[src/rtl/isa_pkg.sv]
// Shared ISA constants for the fetch stage: opcode encodings, field positions,
// default widths and the fetch FSM state encoding.
package isa_pkg;
   localparam int ADDR_WIDTH_D = 10;
   localparam int DATA_WIDTH_D = 32;
   localparam int MEM_DEPTH_D  = 83;

   localparam int OP_MSB = 31;
   localparam int OP_LSB = 26;

   localparam logic [5:0] OP_JUMP   = 6'b010101;
   localparam logic [5:0] OP_BRZ    = 6'b010011;
   localparam logic [5:0] OP_PREBR  = 6'b011111;
   localparam logic [5:0] OP_HLT    = 6'b011100;
   localparam logic [5:0] OP_NOP    = 6'b011011;
   localparam logic [5:0] OP_LOADI  = 6'b010000;
   localparam logic [5:0] OP_INPUT  = 6'b010001;
   localparam logic [5:0] OP_OUTPUT = 6'b010010;

   typedef enum logic [1:0] {
      S_IDLE   = 2'd0,
      S_RUN    = 2'd1,
      S_HALTED = 2'd2
   } fetch_state_e;
endpackage

[src/rtl/next_pc_logic.sv]
// Combinational next-PC selection for the fetch stage; flags any next PC that
// falls outside the populated instruction memory.
module next_pc_logic
   import isa_pkg::*;
#(
   parameter int ADDR_WIDTH = ADDR_WIDTH_D,
   parameter int MEM_DEPTH  = MEM_DEPTH_D
) (
   input  logic [ADDR_WIDTH-1:0] pc,
   input  logic [5:0]            opcode,
   input  logic [ADDR_WIDTH-1:0] target,
   input  logic                  branch_zero,
   output logic [ADDR_WIDTH-1:0] next_pc,
   output logic                  fault_next,
   output logic                  halt_next
);
   logic [ADDR_WIDTH:0] seq_pc;
   logic [ADDR_WIDTH:0] nxt;

   // One extra bit so a wrap past the top of the address space shows up as a fault.
   assign seq_pc = {1'b0, pc} + (ADDR_WIDTH+1)'(1);

   always_comb begin
      nxt       = seq_pc;
      halt_next = 1'b0;
      case (opcode)
         OP_JUMP: nxt = {1'b0, target};
         OP_BRZ:  if (branch_zero) nxt = {1'b0, target};
         OP_HLT: begin
            nxt       = {1'b0, pc};
            halt_next = 1'b1;
         end
         default: ;
      endcase
   end

   assign fault_next = (nxt >= (ADDR_WIDTH+1)'(MEM_DEPTH));
   assign next_pc    = nxt[ADDR_WIDTH-1:0];
endmodule

[src/rtl/instruction_fetch_unit.sv]
// PC register, instruction register and fetch FSM. Jumps, branches and halt are
// resolved on the RAM output directly so redirects cost no bubble.
module instruction_fetch_unit
   import isa_pkg::*;
#(
   parameter int ADDR_WIDTH = ADDR_WIDTH_D,
   parameter int DATA_WIDTH = DATA_WIDTH_D,
   parameter int MEM_DEPTH  = MEM_DEPTH_D
) (
   input  logic                  clock,
   input  logic                  reset,
   input  logic                  start,
   input  logic                  stall,
   input  logic                  zero_flag,
   input  logic [DATA_WIDTH-1:0] instruction_in,
   output logic [ADDR_WIDTH-1:0] address,
   output logic [DATA_WIDTH-1:0] instruction_out,
   output logic [ADDR_WIDTH-1:0] instruction_pc,
   output logic                  instruction_valid,
   output logic                  halted,
   output logic                  fault
);
   fetch_state_e          state;
   logic [ADDR_WIDTH-1:0] pc;
   logic                  branch_zero;
   logic                  prebr_live;
   logic                  bz_eff;
   logic [ADDR_WIDTH-1:0] next_pc;
   logic                  fault_next;
   logic                  halt_next;

   // A BRZ fetched right behind its PREBR must see this cycle's flag, not the latch.
   assign prebr_live = instruction_valid && (instruction_out[OP_MSB:OP_LSB] == OP_PREBR);
   assign bz_eff     = prebr_live ? zero_flag : branch_zero;

   next_pc_logic #(.ADDR_WIDTH(ADDR_WIDTH), .MEM_DEPTH(MEM_DEPTH)) u_next_pc (
      .pc          (pc),
      .opcode      (instruction_in[OP_MSB:OP_LSB]),
      .target      (instruction_in[ADDR_WIDTH-1:0]),
      .branch_zero (bz_eff),
      .next_pc     (next_pc),
      .fault_next  (fault_next),
      .halt_next   (halt_next)
   );

   always_ff @(posedge clock or negedge reset) begin
      if (!reset) begin
         state             <= S_IDLE;
         pc                <= '0;
         instruction_out   <= '0;
         instruction_pc    <= '0;
         instruction_valid <= 1'b0;
         branch_zero       <= 1'b0;
         fault             <= 1'b0;
      end else begin
         instruction_valid <= 1'b0;
         case (state)
            S_IDLE: if (start) state <= S_RUN;
            S_RUN: if (!stall) begin
               instruction_out   <= instruction_in;
               instruction_pc    <= pc;
               instruction_valid <= 1'b1;
               if (prebr_live) branch_zero <= zero_flag;
               // The faulting instruction still issues; only the PC freezes.
               if (fault_next) begin
                  fault <= 1'b1;
                  state <= S_HALTED;
               end else begin
                  pc <= next_pc;
                  if (halt_next) state <= S_HALTED;
               end
            end
            default: ;
         endcase
      end
   end

   assign address = pc;
   assign halted  = (state == S_HALTED);
endmodule

[config.mk]
export PLATFORM = sky130hd
export DESIGN_NAME = instruction_fetch_unit
export DESIGN_NICKNAME = d
export VERILOG_FILES = /design/src/rtl/isa_pkg.sv /design/src/rtl/next_pc_logic.sv /design/src/rtl/instruction_fetch_unit.sv
export SDC_FILE = /design/constraint.sdc
export NUM_CORES = 1
export LEC_CHECK = 0
export ABC_AREA = 1
export CAP_MARGIN = 20
export CORE_ASPECT_RATIO = 0.8
export CORE_MARGIN = 2
export CORE_UTILIZATION = 35
export DETAILED_ROUTE_END_ITERATION = 8
export GPL_ROUTABILITY_DRIVEN = 0
export SYNTH_ARGS = -nofsm -noshare
export SYNTH_HDL_FRONTEND = slang
export SYNTH_SLANG_ARGS = --single-unit
export TNS_END_PERCENT = 10
[constraint.sdc]
create_clock -name clock -period 2.6 [get_ports clock]
set_input_delay 0.78 -clock clock [delete_from_list [all_inputs] [get_ports clock]]
set_output_delay 0.78 -clock clock [all_outputs]
set_load 0.005 [all_outputs]
* Yosys cells after proc, flatten, opt, wreduce, memory -nomap -nowiden
Index checks and enable logic that the tools add are counted.
** Storage, ports and cells
- Flip-flop bits (word level) :: 57
- Output and inout port bits :: 55
- Word-level logic and storage cells :: 38
** Operators by class
- Add/sub/neg operators :: 1
- $lt $le $gt $ge :: 1
- Equality and inequality tests :: 9
- Multiplexer cells :: 11
- Bitwise logic cells :: 2
- Reductions and logical operators :: 7
** Operator list (count)
- 11-bit one-hot mux with 3 select lines :: 1
- 6-bit by 5-bit equality test with 1-bit output (second input constant) :: 4
- 10-bit by 1-bit adder with 11-bit output (second input constant) :: 1
- 11-bit by 7-bit greater-or-equal comparator with 1-bit output (second input constant) :: 1
- 11-bit two-way mux :: 1
- 2-bit two-way mux :: 4
- 3-bit AND reduction :: 2
- 1-bit two-way mux :: 4
- 2-bit != test (second input constant) :: 2
- 2-bit one-hot mux with 2 select lines :: 1
- 4-bit AND reduction :: 1
- 3-bit != test (second input constant) :: 1
- 2-bit by 1-bit equality test with 1-bit output (second input constant) :: 1
- 2-bit equality test (second input constant) :: 1
- 2-bit logical NOT :: 1
- 1-bit inverter :: 2
- 2-bit AND reduction :: 1
- 2-bit nonzero test :: 1
- 1-bit logical AND :: 1

* Depth between registers and ports, before layout
Gate-level depths: netlist of the first run.
- Word-level depth :: 9
- Gate-level depth with buffers :: 15
- Gate-level depth less buffers :: 15

* Hierarchy
A second synthesis of the first run with hierarchy kept.
** Second synthesis, totals
- Cells, all modules :: 444
- Area, all modules :: 3130.5 µm²
** Modules (own cells, without submodules)
- instruction_fetch_unit :: times used 1, cells an instance 253, area an instance 2235.9 µm²
- next_pc_logic :: times used 1, cells an instance 191, area an instance 894.6 µm²

* Least setup slack after synthesis of the first run
OpenSTA, ideal clock, no wires.
- Path kind :: input port to flip-flop
- From :: input instruction_in[30]
- To :: register pc[3], in the netlist address[3]
- Arrival time :: 2101 ps
- Required time :: 2483 ps
- Path slack :: 382 ps
- Stages on the path :: 13
- Path buffers :: 0
- Path through :: inv_1 -> nor2_2 -> nand3_2 -> nand3_2 -> nand2_2 -> o21ai_1 -> o211ai_1 -> nor2_4 -> inv_2 -> nor2_8 -> nand3_4 -> nand2_1 -> nand2_1
** On the way
- Word-level cells in the longest chain between the ends :: 5
- Elaborated cells between the ends (all ways) :: 7
- Classes of those cells :: order compare: 1; eq/ne: 3; mux: 1; bitwise: 1; reduce/logical: 1
** Ends and longest elaborated chain
- start, declared :: RTL line instruction_fetch_unit.sv:15 : input logic [DATA_WIDTH-1:0] instruction_in,
- 6-bit by 5-bit equality test with 1-bit output :: RTL line next_pc_logic.sv:26 : case (opcode)
- 11-bit one-hot mux with 3 select lines * :: RTL line next_pc_logic.sv:26
- 11-bit by 7-bit greater-or-equal comparator with 1-bit output :: RTL line next_pc_logic.sv:37 : assign fault_next = (nxt >= (ADDR_WIDTH+1)'(MEM_DEPTH));
- 1-bit inverter (no line)
- 3-bit AND reduction (no line)
- end signal, assigned :: RTL line instruction_fetch_unit.sv:69 : pc <= next_pc;
- end, declared :: RTL line instruction_fetch_unit.sv:24 : logic [ADDR_WIDTH-1:0] pc;
Mark *: on every way between the ends. The rest lies on a longest branch, timed or not.
A chain may end at the register's enable or synchronous reset.

* Worst setup path after layout of the first run
- From :: input instruction_in[28]
- To :: register pc[1], in the netlist address[1]
Same word-level chain as after synthesis.

==> run metrics, run 1 <==
Starting DRT DRC Count 111; initial antenna violation count 0; final hold violations 0; # diodes 0; YS warnings 0; Die Span Y 83.2 um; CTS Sinks 57; detailed-route DRC error count 0; CTS buffer count 9; Min Hold Slack 411 ps; WL final 7970 um; H-Tree Depth 3; largest net degree at the start of global routing 54; CP startpoint kind primary input; routed vias/inst 4.63; routed len/inst 14.0 um; placed instance count 549; area share of the largest cell type after synthesis 52.0%; Rel. slew slack 41.0%; clk_skew 7.39 ps; worst-path fanout max 7; Multi-input gate area 0.00138 mm2; final period utilization 99.4%; clk buf depth 2; first-pass GRT wire length 11800 um; number of global-route vias before repair 2461; Finish-stage setup viols 0; Post-synth ARST share 100%; final core utilization 57.7%; layout cells sized above 1 19.5%; Yosys reg bits 57; setup TNS 0 ps; Syn Nets 381; Pwr Total 0.00189 W; clock root cell clkbuf_8; Power Density 436 mW/mm2; Initial Util 36.6%; Tot GR Track Use 17.8%; hold buffers post-CTS 0; Peak VDD IR 0.219 mV; clock latency on the worst-skew pair 340 ps; P&R area growth vs syn 57.8%; Synth area leaders dfrtp_1, nand2_1, inv_1, nand3_1, nand3_2; sequential cell area 0.00143 mm2; Fmax achieved 0.387 GHz; clock-pin slew on the worst setup and hold paths 60 ps; Least-Margin Pin Slew 884 ps; Cell variety after synth 26; CTS tree built; IO Pins 92; number of filler cells placed in the layout 710; IO Port Bufs 91; Synth Cell Area 0.00274 mm2; die area 0.00856 mm2; Die Span X 103 um; most frequent cell after synthesis nand2_1; DR pass1 iterations 4; CP Capture Type flip-flop; Post-DP HPWL 5300 um; Post-synth top flop dfrtp_1; worst endpoint required time 2820 ps; fin nets 500; top cell types by occurrence after synthesis nand2_1, dfrtp_1, inv_1; non-filler cells, final 571; Worst Path Arrival 2810 ps; num rows 28; EDFF count, synth 0; max cap viols 0; crit path kind primary input to flip-flop; remaining antenna violation count 0; Yosys top cell by area dfrtp_1; Hold WC Path Type primary input to asynchronous set/reset pin; LEAKAGE 2.13 nW; Core Footprint 0.00750 mm2; syn avg cell area 7.99 um2; Period minus WS final 2590 ps; aggregate global routing overflow 0; status finished clean; via count 2644; sequential area share after synthesis 52.0%; Mapped Cells 343; Max Slew Vio Count 0
-- final timing paths --
path / from / to / slack [ps] / cells after the start
setup / recovery: instruction_in[28] / address[1] / 10 / 14
hold / removal: reset / instruction_out[24] / 410 / 1
setup reg to reg: address[0] / address[1] / 370 / 14
hold reg to reg: fault / fault / 460 / 1
max in group asynchronous: reset / state[0] / 1610 / 2
min in group clock: fault / fault / 460 / 1
-- worst max-delay path, cell delays in order --
cell and delay [ps]:
clkdlybuf4s50_1 500, inv_1 90, nor2_4 150, nand3_2 120, nand3_4 130, nand2_8 80
o21ai_2 70, o211ai_1 150, nor2_4 210, inv_4 80, nor2_8 160, nand3_4 130
nand2_1 100, nand2_1 50
-- layout by cell type, fill, tap and decap left out, types with 8 or more instances in the layout --
master             n
buf_4             22
dfrtp_1           57
nand3_4            9
clkbuf_8          10
inv_1             18
nand2_1          161
o21ai_1           11
nand4_1            8
clkdlybuf4s50_1   86
nor2_1             9
nand3_2           10
-- kinds of logic (layout without fill, tap and decap cells) --
family                     Yosys count  count (layout)  share of synthesized area [%]
adders and majority gates            1               1                          0.456
AOI/OAI and AO/OA                   23              23                           4.70
and+or+nand+nor                    222             225                           36.7
buffers and inverters               37             157                           5.16
xor gates and xnor gates             3               3                          0.959
DFF                                 57              57                           52.0
-- area by class of cell --
class / instances / area share [%]
clock inverters: 4 / 0.463
inverters: 27 / 2.55
well taps: 105 / 3.04
clock buffers: 11 / 3.27
repair buffers: 115 / 25.7
multi-input cells: 252 / 32.0
flip-flops and latches: 57 / 33.0
-- metrics by stage --
stage                     area (um2)  setup slack [ps]
final                           4330              14.4
after global routing            4330             -95.5
after CTS                       4070              28.7
after detailed placement        3910              -327
after global placement          3910              -291
after floorplan                 2740               382
-- sequential cells by signal, summed over array words and instances, names as in the netlist --
register and cells:
state 2, instruction_out 32, instruction_pc 10, instruction_valid 1, fault 1, address 10
branch_zero 1
-- where the power goes --
part	internal [W]	leakage, nW	total, W	switching [W]
registers	0.000922	0.734	0.000943	0.0000215
clock network	0.000359	0.0887	0.000694	0.000335
logic	0.000144	1.31	0.000249	0.000105
-- timing repair --
item,4_1_cts,5_1_grt
setup buffers,0,4
gates resized for setup,0,43
endpoints found under the setup margin,0,13
-- layer usage --
layer	routed length (um)	GRT usage, %	vias up
met1	3730	25.5	1207
met2	3480	25.4	96
met5	0	0	-
met3	605	6.06	17
li1	-	-	1324
met4	151	5.14	0
(Power assumes the default switching activity.)
==> run 2, diff against run 1 <==
- CELL_PAD_IN_SITES_DETAIL_PLACEMENT: unset -> 1
- CELL_PAD_IN_SITES_GLOBAL_PLACEMENT: unset -> 2
- CORE_UTILIZATION: 35 -> 25
- PLACE_DENSITY_LB_ADDON: unset -> 0.1
==> run 2 against run 1 <==
  * Cell count rose by 7.0%
  * Clock skew fell by 2.7 ps
  * Cell area rose by 3.6%
  * Critical path depth did not move
  * Count of clock-buffer cells in the layout fell by 2
  * Fmax rose by 6.5%
  * Die area rose by 38%
  * Global-route usage fell by 2.3 points
  * Register-to-register slack improved by 30 ps
  * Power rose by 19%
  * Sequential power barely moved
  * Sequential share of layout area fell by 1.1 points
  * Critical endpoint is now address[3]
  * Largest cell class unchanged
  * Highest routed layer unchanged
==> run metrics, run 2 (synthesized netlist as in run 1, its figures left out) <==
H-Tree Depth 3 (unchanged); number of global-route vias before repair 2763 (+12%); IO Pins 92 (unchanged); layout cells sized above 1 20.8% (+1.2 points); Hold WC Path Type primary input to asynchronous set/reset pin; worst endpoint required time 2860 ps (+40 ps); routed len/inst 14.7 um (+5.3%); fin nets 501 (+0.20%); WL final 8990 um (+13%); Multi-input gate area 0.00137 mm2 (-0.72%); Least-Margin Pin Slew 914 ps (+29.6 ps); most frequent cells in the layout nand2_1, clkdlybuf4s50_1, dfrtp_1; CTS Sinks 57 (unchanged); P&R area growth vs syn 63.4%; number of filler cells placed in the layout 1276 (+80%); CTS buffer count 9 (unchanged); placed instance count 590 (+7.5%); final hold violations 0 (unchanged); Post-DP Area 0.00398 mm2 (+2.0%); max cap viols 0 (unchanged); hold buffers post-CTS 0 (unchanged); CTS tree built; detailed-route DRC error count 0 (unchanged); routed vias/inst 4.33 (-6.5%); clock root cell clkbuf_16; sequential cell area 0.00143 mm2 (unchanged); LEAKAGE 2.21 nW (+3.6%); # diodes 0 (unchanged); Tot GR Track Use 15.5% (-2.3 points); crit path kind primary input to flip-flop; most common cell after layout, fill and taps aside nand2_1; Power Density 503 mW/mm2 (+15%); Peak VDD IR 0.280 mV (+28%); aggregate global routing overflow 0 (unchanged); worst-path fanout max 6 (-1); crit path cell chain clkdlybuf4s50_1 > inv_1 > nand3_1 > nand3_4 > nand2_8 > nand2_1 > nand2_2 > nor2_4 > nand2_2 > nor2_4 > nand3_4 > nand3_4 > nand2_1 > nand2_1; Fmax achieved 0.412 GHz (+6.5%); largest register by flop count instruction_out; RSZ-0062 raised after global routing false; Starting DRT DRC Count 90 (-19%); via count 2644 (unchanged); num rows 34 (+21%); Final Instance Area 0.00448 mm2 (+3.6%); remaining antenna violation count 0 (unchanged); DR pass1 iterations 4 (unchanged); Core Footprint 0.0108 mm2 (+44%); clk_skew 4.70 ps (-2.69 ps); CP Capture Type flip-flop; cell family with most CP delay simple AND/OR/NAND/NOR gates; final period utilization 93.4% (-6.0 points); status finished clean; clock-pin slew on the worst setup and hold paths 50 ps (about the same); Buf+Inv Stages, Crit Path 2 (-1); CP startpoint kind primary input; Rel. slew slack 39.1% (-2.0 points); die area 0.0118 mm2 (+38%); Initial Util 25.5% (-11 points); Largest stage delay, worst path 440 ps (-60 ps); Die Span X 121 um (+18%); CP max stage cell clkdlybuf4s50_1; largest net degree at the start of global routing 58 (+7.4%); Worst Path Arrival 2690 ps (-120 ps); first-pass GRT wire length 14200 um (+20%); Period minus WS final 2430 ps (-157 ps); non-filler cells, final 611 (+7.0%); max reg flops 32 (unchanged); Die Span Y 97.7 um (+17%); Max Slew Vio Count 0 (unchanged); clk buf depth 2 (unchanged); IO Port Bufs 91 (unchanged); initial antenna violation count 0 (unchanged); clock latency on the worst-skew pair 330 ps (about the same); Post-DP HPWL 5930 um (+12%); Finish-stage setup viols 0 (unchanged)
run 2: changes by cell type in the layout (fill, tap and decap cells not counted), sizes merged:
cell / before / now
clkbuf: 11 / 9
clkinvlp: 1 / 2
clkinv: 4 / 5
clkdlybuf4s50: 86 / 84
nand2: 168 / 169
dlymetal6s2s: 4 / 6
run 2: worst reg2reg max path, cell delays in order (launching register included):
cell     delay [ps]
dfrtp_1         370
nand2_1          60
nor2_1          230
nand3_1         210
nand3_4         180
nand2_8          90
nand2_1          80
nand2_2          70
nor2_4          160
nand2_2          90
nor2_4          160
nand3_4         150
nand3_4         150
nand2_1          60
nand2_1          70
run 2: final timing paths:
| check | from | endpoint | slack, ps | cells after the start |
|---|---|---|---|---|
| max | zero_flag | address[3] | 170 | 14 |
| min in group clock | instruction_out[5] | instruction_out[5] | 470 | 2 |
| min | reset | instruction_out[26] | 450 | 2 |
| max reg2reg | instruction_out[28] | address[3] | 400 | 14 |
| min reg2reg | instruction_out[5] | instruction_out[5] | 470 | 2 |
| max in group asynchronous | reset | instruction_pc[2] | 1890 | 2 |
run 2: per-layer routing:
metal / GRT usage [%] / vias up / share of wire [%]
met5: 0 / - / 0
met4: 3.22 / 0 / 1.1
met3: 5.52 / 9 / 5.0
met2: 23.7 / 64 / 44
met1: 21.2 / 1246 / 50
li1: - / 1325 / -
run 2: timing repair:
action	in CTS	in global routing
endpoints found under the setup margin	12	13
setup buffers	0	2
pin swaps	1	20
hold endpoints to repair	0	0
cloned	0	4
resized for setup	5	39
run 2: cell type report:
| class | count | area share (%) |
|---|---|---|
| inverter | 27 | 2.40 |
| tap | 144 | 4.02 |
| clock buffer | 9 | 5.03 |
| timing repair buffer | 115 | 25.2 |
| sequential | 57 | 31.8 |
| multi-input combinational | 253 | 30.7 |
| clock inverter | 6 | 0.810 |
run 2: through the flow:
step | setup slack (ps) | utilization, % | setup TNS (ps) | total power (W) | hold slack (ps)
finish | 171 | 41.6 | 0 | 0.00225 | 453
global route | 49.0 | 41.6 | 0 | 0.00237 | 464
CTS | -14.7 | 39.6 | -29.2 | 0.00228 | 459
detailed placement | -426 | 37.0 | -5190 | 0.00120 | 454
global placement | -396 | 37.0 | -4870 | 0.00120 | 452
floorplan | 382 | - | 0 | 0.00101 | 441
run 2: power breakdown:
| group | internal [W] | switching [W] |
|---|---|---|
| logic | 0.000144 | 0.000106 |
| registers | 0.000922 | 0.0000194 |
| clock network | 0.000632 | 0.000427 |
| total | 0.00170 | 0.000552 |
